## config.mk

```make
export PLATFORM = sky130hd
export DESIGN_NAME = mem_port_arbiter
export DESIGN_NICKNAME = d
export VERILOG_FILES = /design/src/rtl/mem_port_arbiter.sv
export SDC_FILE = /design/constraint.sdc
export NUM_CORES = 1
export LEC_CHECK = 0
export CAP_MARGIN = 20
export CORE_AREA = 2 2 231 233
export DETAILED_ROUTE_END_ITERATION = 6
export DIE_AREA = 0 0 233 235
export DONT_BUFFER_PORTS = 1
export PLACE_DENSITY = 0.36
export SETUP_SLACK_MARGIN = 0.05
export SLEW_MARGIN = 25
export SYNTH_ARGS = -nofsm -noshare
export SYNTH_HDL_FRONTEND = slang
export SYNTH_SLANG_ARGS = --single-unit
```

## constraint.sdc

```tcl
create_clock -name clk -period 16.1 [get_ports clk]
set_input_delay 2.415 -clock clk [delete_from_list [all_inputs] [get_ports clk]]
set_output_delay 2.415 -clock clk [all_outputs]
set_load 0.03 [all_outputs]
```

## src/rtl/mem_port_arbiter.sv

```systemverilog
// Two-requester (LSU, DMA) arbiter for the memory controller data port; reads hold the port two cycles.
// Optional MEM_ARB_PERF_EN adds grant/conflict performance counters.
module mem_port_arbiter #(
  parameter int DATA_WIDTH   = 64,
  parameter int WID_WIDTH    = 3,
  parameter int STARVE_LIMIT = 8
) (
  input  logic                  clk,
  input  logic                  rst,
  input  logic                  lsu_req_i,
  input  logic                  lsu_we_i,
  input  logic [WID_WIDTH-1:0]  lsu_wid_i,
  input  logic [DATA_WIDTH-1:0] lsu_addr_i,
  input  logic [DATA_WIDTH-1:0] lsu_wdata_i,
  output logic                  lsu_gnt_o,
  output logic                  lsu_rvalid_o,
  output logic [DATA_WIDTH-1:0] lsu_rdata_o,
  output logic                  lsu_err_o,
  input  logic                  dma_req_i,
  input  logic                  dma_we_i,
  input  logic [WID_WIDTH-1:0]  dma_wid_i,
  input  logic [DATA_WIDTH-1:0] dma_addr_i,
  input  logic [DATA_WIDTH-1:0] dma_wdata_i,
  output logic                  dma_gnt_o,
  output logic                  dma_rvalid_o,
  output logic [DATA_WIDTH-1:0] dma_rdata_o,
  output logic                  dma_err_o,
  output logic                  mem_en_o,
  output logic                  mem_enwr_o,
  output logic [DATA_WIDTH-1:0] mem_addr_o,
  output logic [WID_WIDTH-1:0]  mem_wid_o,
  output logic [DATA_WIDTH-1:0] mem_wdata_o,
  input  logic [DATA_WIDTH-1:0] mem_rdata_i,
  input  logic                  mem_unalign_i
`ifdef MEM_ARB_PERF_EN
  ,
  output logic [31:0]           perf_lsu_o,
  output logic [31:0]           perf_dma_o,
  output logic [31:0]           perf_conflict_o
`endif
);

  typedef enum logic {IDLE, RD_HOLD} state_t;

  localparam int SW = (STARVE_LIMIT > 0) ? $clog2(STARVE_LIMIT + 1) : 1;
  localparam logic [SW-1:0] STARVE_MAX = SW'(STARVE_LIMIT);

  state_t                  state_reg;
  logic [SW-1:0]           starve_reg;
  logic                    cmd_owner_reg;  // 1 = DMA owns the latched command
  logic                    cmd_we_reg;
  logic [DATA_WIDTH-1:0]   cmd_addr_reg;
  logic [WID_WIDTH-1:0]    cmd_wid_reg;
  logic [DATA_WIDTH-1:0]   cmd_wdata_reg;
  logic                    err_pend_reg;

  logic                    idle;
  logic                    starved;
  logic                    pick_dma;
  logic                    pick_lsu;
  logic                    granted;
  logic                    sel_we;
  logic [WID_WIDTH-1:0]    sel_wid;
  logic [DATA_WIDTH-1:0]   sel_addr;
  logic [DATA_WIDTH-1:0]   sel_wdata;

  always_comb begin
    idle      = (state_reg == IDLE) && !rst;
    starved   = (STARVE_LIMIT != 0) && (starve_reg == STARVE_MAX);
    pick_dma  = idle && dma_req_i && (starved || !lsu_req_i);
    pick_lsu  = idle && lsu_req_i && !pick_dma;
    granted   = pick_dma || pick_lsu;
    sel_we    = pick_dma ? dma_we_i    : lsu_we_i;
    sel_wid   = pick_dma ? dma_wid_i   : lsu_wid_i;
    sel_addr  = pick_dma ? dma_addr_i  : lsu_addr_i;
    sel_wdata = pick_dma ? dma_wdata_i : lsu_wdata_i;
    lsu_gnt_o = pick_lsu;
    dma_gnt_o = pick_dma;

    // Idle port keeps showing the last command so the controller sees no spurious changes
    mem_en_o    = 1'b0;
    mem_enwr_o  = !cmd_we_reg;
    mem_addr_o  = cmd_addr_reg;
    mem_wid_o   = cmd_wid_reg;
    mem_wdata_o = cmd_wdata_reg;
    if (granted) begin
      mem_en_o    = 1'b1;
      mem_enwr_o  = !sel_we;
      mem_addr_o  = sel_addr;
      mem_wid_o   = sel_wid;
      mem_wdata_o = sel_wdata;
    end else if (state_reg == RD_HOLD && !rst) begin
      mem_en_o   = 1'b1;
      mem_enwr_o = 1'b1;
    end
  end

  always_ff @(posedge clk or posedge rst) begin
    if (rst) begin
      state_reg     <= IDLE;
      starve_reg    <= '0;
      cmd_owner_reg <= 1'b0;
      cmd_we_reg    <= 1'b0;
      cmd_addr_reg  <= '0;
      cmd_wid_reg   <= '0;
      cmd_wdata_reg <= '0;
      err_pend_reg  <= 1'b0;
      lsu_rvalid_o  <= 1'b0;
      lsu_rdata_o   <= '0;
      lsu_err_o     <= 1'b0;
      dma_rvalid_o  <= 1'b0;
      dma_rdata_o   <= '0;
      dma_err_o     <= 1'b0;
    end else begin
      lsu_rvalid_o <= 1'b0;
      lsu_rdata_o  <= '0;
      lsu_err_o    <= 1'b0;
      dma_rvalid_o <= 1'b0;
      dma_rdata_o  <= '0;
      dma_err_o    <= 1'b0;

      if (!dma_req_i || pick_dma)
        starve_reg <= '0;
      else if (starve_reg != STARVE_MAX)
        starve_reg <= starve_reg + SW'(1);

      case (state_reg)
        IDLE: begin
          if (granted) begin
            cmd_owner_reg <= pick_dma;
            cmd_we_reg    <= sel_we;
            cmd_addr_reg  <= sel_addr;
            cmd_wid_reg   <= sel_wid;
            cmd_wdata_reg <= sel_wdata;
            err_pend_reg  <= mem_unalign_i;
            if (sel_we) begin
              if (pick_dma) begin
                dma_rvalid_o <= 1'b1;
                dma_err_o    <= mem_unalign_i;
              end else begin
                lsu_rvalid_o <= 1'b1;
                lsu_err_o    <= mem_unalign_i;
              end
            end else begin
              state_reg <= RD_HOLD;
            end
          end
        end
        RD_HOLD: begin
          state_reg <= IDLE;
          if (cmd_owner_reg) begin
            dma_rvalid_o <= 1'b1;
            dma_rdata_o  <= mem_rdata_i;
            dma_err_o    <= err_pend_reg;
          end else begin
            lsu_rvalid_o <= 1'b1;
            lsu_rdata_o  <= mem_rdata_i;
            lsu_err_o    <= err_pend_reg;
          end
        end
        default: state_reg <= IDLE;
      endcase
    end
  end

`ifdef MEM_ARB_PERF_EN
  // A cycle with both requests high always denies at least one of them
  always_ff @(posedge clk or posedge rst) begin
    if (rst) begin
      perf_lsu_o      <= '0;
      perf_dma_o      <= '0;
      perf_conflict_o <= '0;
    end else begin
      if (pick_lsu)
        perf_lsu_o <= perf_lsu_o + 32'd1;
      if (pick_dma)
        perf_dma_o <= perf_dma_o + 32'd1;
      if (lsu_req_i && dma_req_i)
        perf_conflict_o <= perf_conflict_o + 32'd1;
    end
  end
`endif

endmodule

```

==> results of run 1 <==
-- worst max-delay path, cell delays in order --
cell and delay (ns):
or2_4 0.55, buf_4 0.56, buf_4 0.61, nor2_1 0.13, a221oi_1 1.00
-- stage by stage --
stage / total power [uW] / setup WS, ns / utilization
detailed placement: 1190 / 8.20 / 0.250
finish: 1950 / 8.28 / 0.272
global route: 2050 / 8.01 / 0.272
floorplan: 1120 / 4.32 / -
CTS: 1980 / 8.20 / 0.271
global placement: 1190 / 8.28 / 0.249
-- layer usage --
layer  vias to the layer above  track usage
met5                         -            0
li1                       4530            -
met4                         2       0.0500
met3                        55       0.0601
met1                      5174        0.194
met2                       420        0.275
-- cells in the final DEF, fill, tap and decap left out, types with 4 or more instances in the layout --
master / netlist / final
nand3_1: 4 / 4
clkbuf_16: 0 / 34
nor2_1: 261 / 261
and2_1: 65 / 65
a21oi_1: 134 / 133
clkbuf_1: 35 / 7
and3_1: 64 / 64
nand2_1: 4 / 4
diode_2: 0 / 8
inv_1: 6 / 5
a221oi_2: 1 / 6
clkbuf_8: 0 / 6
buf_4: 6 / 17
a221oi_1: 253 / 248
dfrtp_1: 271 / 269
a211oi_1: 6 / 5
-- worst min path at each step --
stage                                 from  slack [ns]          endpoint
after global placement    cmd_addr_reg[28]        0.50  cmd_addr_reg[28]
after detailed placement  cmd_addr_reg[28]        0.50  cmd_addr_reg[28]
final                         err_pend_reg        0.52         lsu_err_o
after CTS                 cmd_addr_reg[28]        0.52  cmd_addr_reg[28]
after global routing      cmd_addr_reg[28]        0.55  cmd_addr_reg[28]
after floorplan               err_pend_reg        0.47         lsu_err_o
-- where the power goes --
| group | leakage (uW) | internal, uW | total (uW) | switching [uW] |
|---|---|---|---|---|
| Sequential | 0.00336 | 747 | 790 | 42.5 |
| Clock | 0.000546 | 468 | 772 | 304 |
| Combinational | 0.00201 | 88.7 | 385 | 296 |
-- cell type report --
type | count | area, um2
Clock buffer | 47 | 960
Clock inverter | 12 | 166
Timing Repair Buffer | 20 | 195
Antenna cell | 8 | 20.0
Multi-Input combinational cell | 835 | 5200
Tap cell | 688 | 861
Inverter | 6 | 30.0
Sequential cell | 271 | 6780
Fill cell | 5474 | 38000
-- cell families after synthesis --
family | count (synthesis)
AO/OA/AOI/OAI | 413
XOR/XNOR | 2
adder cells (fa/ha/maj) | 2
buffers and inverters | 146
flip-flops | 271
multiplexers | 4
AND/OR/NAND/NOR | 414
==> metrics.md, run 1 <==
| Metric | Value |
|---|---|
| Status | `finished clean` |
| Met3 routed WL | `4360 um` |
| Critical path origin | `rst` |
| Mapped Area | `12,600 um2` |
| Post-CTS sizing | `0` |
| Pin count of the biggest net entering global routing | `158` |
| Unrepaired setup endpoints after global routing | `no` |
| Main combinational cell family by area after synthesis | `compound AO/OA/AOI/OAI gates` |
| Fin cells | `1,887` |
| Clock transition at the registers of the reported paths | `0.05 ns` |
| Top routing layer used | `met5` |
| Slew at the pin closest to its max-slew limit | `1.32 ns` |
| Max-cap violations | `0` |
| Ys Warns | `0` |
| GRT Residual Overflow | `0` |
| DR vias/cell | `5.40` |
| Worst skew pair latency | `0.53 ns` |
| Post-synthesis adder-cell area fraction | `0.00198` |
| # DRC | `0` |
| Vias in the first global route | `10,195` |
| Post-synth EDFFs | `0` |
| R2r startpoint | `starve_reg[0]` |
| Layout Skew | `0.0208 ns` |
| FMAX | `128 MHz` |
| Share of the clock period used by the worst path | `0.486` |
| WHS | `0.517 ns` |
| Drt first pass iters | `5` |
| Synth Net Count | `1,587` |
| Row count | `84` |
| Top area cells in the synthesized netlist | `dfrtp_1 54%, a221oi_1 18%, nor2_1 7.8%` |
| Seq/Total Area, Yosys | `0.537` |
| Peak VDD IR | `0.0570 mV` |
| Top post-synthesis cells by count | `271 x dfrtp_1, 261 x nor2_1, 253 x a221oi_1, 134 x a21oi_1, 94 x buf_2` |
| CTS Buffer Depth | `3` |
| Worst Setup Path Type | `primary input to primary output` |
| Placed cells | `1,820` |
| # setup viols final | `0` |
| 1st-iter DRT viols | `613` |
| Reg2reg path depth | `7` |
| HP Class | `flip-flop to flip-flop` |
| CTS H-Tree Depth | `2` |
| Worst Path Arrival | `5.41 ns` |
| Die Ht | `235 um` |
| Power per cell area | `137 nW/um2` |
| Slew Viols, Final | `0` |
| Synth Area in XOR/XNOR | `0.00139` |
| CTS Buf Count | `34` |
| Io pins | `600` |
| Minimum clock period | `7.82 ns` |
| WL met1 | `18,200 um` |
| CP required | `13.69 ns` |
| Design area | `14,200 um2` |
| Avg Inst Size Synth | `10.1 um2` |
| RePlAce Congestion | `0.841` |
| Ys async rst share | `1.00` |
| Synthesized netlist cell count | `1,252` |
| Reg2Reg Setup Slack | `13.17 ns` |
| CTS Root Cell | `clkbuf_16` |
| Initial Util | `0.242` |
| Hold Crit Depth | `2` |
| Nets@finish | `1,503` |
| Worst-path fanout max | `68` |
| CP startpoint kind | `primary input` |
| Post-Route WL | `46,800 um` |
| TNS Setup | `0 ns` |
| Compound-gate portion of the synthesized area | `0.246` |
| Area growth from synthesis to layout | `12.6%` |
| Core area | `52,200 um2` |
| Drt wl/cell | `24.8 um` |
| Die width | `233 um` |
| Post CTS Setup Buffer Count | `0` |
| Post-synthesis cell type count | `47` |
| Predominant post-synthesis flop cell | `dfrtp_1` |
| IO buf count | `0` |
| Clock sink count | `271` |
| Post-DP Area | `13,100 um2` |
| Via count of the routed design | `10,181` |
| Relative slew slack | `0.248` |
| Reg-to-reg endpoint | `cmd_addr_reg[47]` |
| Share of cells above drive strength 1 | `0.0764` |
| CTS tree | `done` |
| Mux contribution to synthesized area | `0.00327` |
| Die area | `54,800 um2` |
| Area leader, netlist | `dfrtp_1` |
| Global-route wire length before repair | `68,500 um` |
| Met2 wire length | `23,000 um` |
| CP Capture Type | `primary output` |
| Simple-gate share of the synthesized area | `0.154` |
| DPL Wire Length | `32,100 um` |
| Most frequent cell after synthesis | `dfrtp_1` |
| Lkg Pwr | `0.00592 uW` |
| Initial antenna violation count | `9` |
| Hold buffer count at cts | `0` |
| Crit path to | `mem_wdata_o[20]` |
| Synth top area share | `0.537` |
| Tot GR Track Use | `0.164` |
| Antenna-violating nets left | `0` |
| #FFs+latches synth | `271` |
| Fin. Hold Viols | `0` |
No activity file was read; power rests on OpenSTA's default activity.
==> inputs of run 2 (changes only) <==
- clock period: 16.1 -> 7.2 ns (I/O delays scaled with it)
==> run 2 against run 1 <==
  * Via count is 1.8% higher
  * Combinational power is 130% higher
  * Core utilization is 0.17 points higher
  * Clock power is 130% higher
  * Clock skew is 0.0099 ns higher
  * Die area stayed put
  * Design area is 0.61% higher
  * Worst setup slack worse by 5.7 ns
  * Flip-flop and latch count stayed put
  * Largest power group unchanged
==> metrics.md, run 2 (synthesis results as in run 1) <==
| Metric | Value |
|---|---|
| Critical path buffers and inverters | `3` |
| Post-DP Area | `13,100 um2` |
| Peak VDD IR | `0.124 mV` |
| FMAX | `217 MHz` |
| Post-Route WL | `47,000 um` |
| Place WS | `2.71 ns` |
| Ant. Diodes | `0` |
| CTS Buf Count | `36` |
| Io pins | `600` |
| CP most frequent cell | `buf_4` |
| Row count | `84` |
| Crit-path cells | `inv_1 -> ha_1 -> nand3b_1 -> a21oi_4 -> buf_4 -> buf_4 -> a221oi_1` |
| Hold buffer count at cts | `0` |
| Relative slew slack | `0.277` |
| Slew at the pin closest to its max-slew limit | `1.27 ns` |
| Initial Util | `0.242` |
| Setup ws final | `2.59 ns` |
| Drt wl/cell | `24.9 um` |
| CTS Buffer Depth | `3` |
| Pin count of the biggest net entering global routing | `191` |
| DPL Wire Length | `32,000 um` |
| Power per cell area | `307 nW/um2` |
| Initial antenna violation count | `1` |
| Status | `finished clean` |
| CP max-delay cell | `buf_4` |
| Worst-path fanout max | `89` |
| Via count of the routed design | `10,366` |
| GRT Residual Overflow | `0` |
| Area growth from synthesis to layout | `13.3%` |
| Nets@finish | `1,511` |
| CP required | `6.12 ns` |
| Tot GR Track Use | `0.164` |
| Register area | `6780 um2` |
| # setup viols final | `0` |
| TNS Setup | `0 ns` |
| Vias in the first global route | `10,103` |
| CTS H-Tree Depth | `2` |
| Commonest non-fill, non-tap cell in the layout | `dfrtp_1` |
| Multi-input gate area | `5220 um2` |
| Worst Path Arrival | `3.53 ns` |
| Max incr delay on CP | `0.76 ns` |
| CP Capture Type | `primary output` |
| Fin cells | `1,889` |
| Lkg Pwr | `0.00596 uW` |
| DR vias/cell | `5.49` |
| Max-cap violations | `0` |
| Antenna-violating nets left | `0` |
| # DRC | `0` |
| Fin. Hold Viols | `0` |
| Share of cells above drive strength 1 | `0.0866` |
| 1st-iter DRT viols | `694` |
| Global-route wire length before repair | `68,500 um` |
| Placed cells | `1,826` |
| Unrepaired setup endpoints after global routing | `no` |
| Die Ht | `235 um` |
| Clock transition at the registers of the reported paths | `0.06 ns` |
| Post-CTS sizing | `0` |
| CTS Root Cell | `clkbuf_16` |
| Post CTS Setup Buffer Count | `0` |
| Pwr Total | `4390 uW` |
| Fill cell count | `5,468` |
| Minimum clock period | `4.61 ns` |
| Core area | `52,200 um2` |
| CTS tree | `done` |
| Worst skew pair latency | `0.55 ns` |
| Design area | `14,300 um2` |
| Worst Setup Path Type | `flip-flop to primary output` |
| Layout Skew | `0.0307 ns` |
| RePlAce Congestion | `0.820` |
| CP startpoint kind | `flip-flop` |
| IO buf count | `0` |
| Share of the clock period used by the worst path | `0.641` |
| Die width | `233 um` |
| Slew Viols, Final | `0` |
| Clock sink count | `271` |
| HP Class | `flip-flop to flip-flop` |
| Commonest cells after routing, fill and taps aside | `269 x dfrtp_1, 261 x nor2_1, 244 x a221oi_1` |
| CP delay by family, top | `buffers and inverters` |
| Drt first pass iters | `6` |
| Die area | `54,800 um2` |
## run 2: cell count changes in the layout (fill, tap and decap cells not counted), moves of 2 or more
| cell | previous run | this run |
|---|---|---|
| bufinv_16 | 3 | 1 |
| clkbuf_16 | 34 | 36 |
| a221oi_2 | 6 | 10 |
| clkinvlp_4 | 2 | 6 |
| buf_12 | 2 | 5 |
| a221oi_1 | 248 | 244 |
| diode_2 | 8 | 0 |
| buf_4 | 17 | 20 |
## run 2: metrics by stage
stage	utilization	hold slack, ns
final	0.274	0.521
after detailed placement	0.251	0.508
after CTS	0.273	0.524
after global routing	0.274	0.527
after global placement	0.251	0.497
after floorplan	-	0.467
## run 2: layout make-up
class | count | area share
well taps | 688 | 0.0602
flip-flops and latches | 271 | 0.474
multi-input cells | 835 | 0.365
repair buffers | 26 | 0.0183
inverters | 6 | 0.00184
clock buffers | 48 | 0.0696
clock inverters | 15 | 0.0108
## run 2: path summary, 6_finish.rpt
path	startpoint	end	slack (ns)	cells past startpoint
max	starve_reg[0]	mem_addr_o[43]	2.59	7
min	cmd_addr_reg[28]	cmd_addr_reg[28]	0.52	1
max reg2reg	starve_reg[0]	cmd_wdata_reg[42]	4.28	7
min reg2reg	cmd_addr_reg[28]	cmd_addr_reg[28]	0.52	1
max in group asynchronous	rst	cmd_addr_reg[36]	4.43	3
min in group asynchronous	rst	cmd_wdata_reg[63]	0.59	1
## run 2: layer usage
layer / global-route usage / wire (um)
met5: 0 / 0
met4: 0.0427 / 849
met3: 0.0575 / 4530
met2: 0.282 / 23600
met1: 0.193 / 18000
## run 2: power breakdown
part	switching [uW]	internal, uW
clock	724	1020
sequential	94.1	1670
combinational	671	206
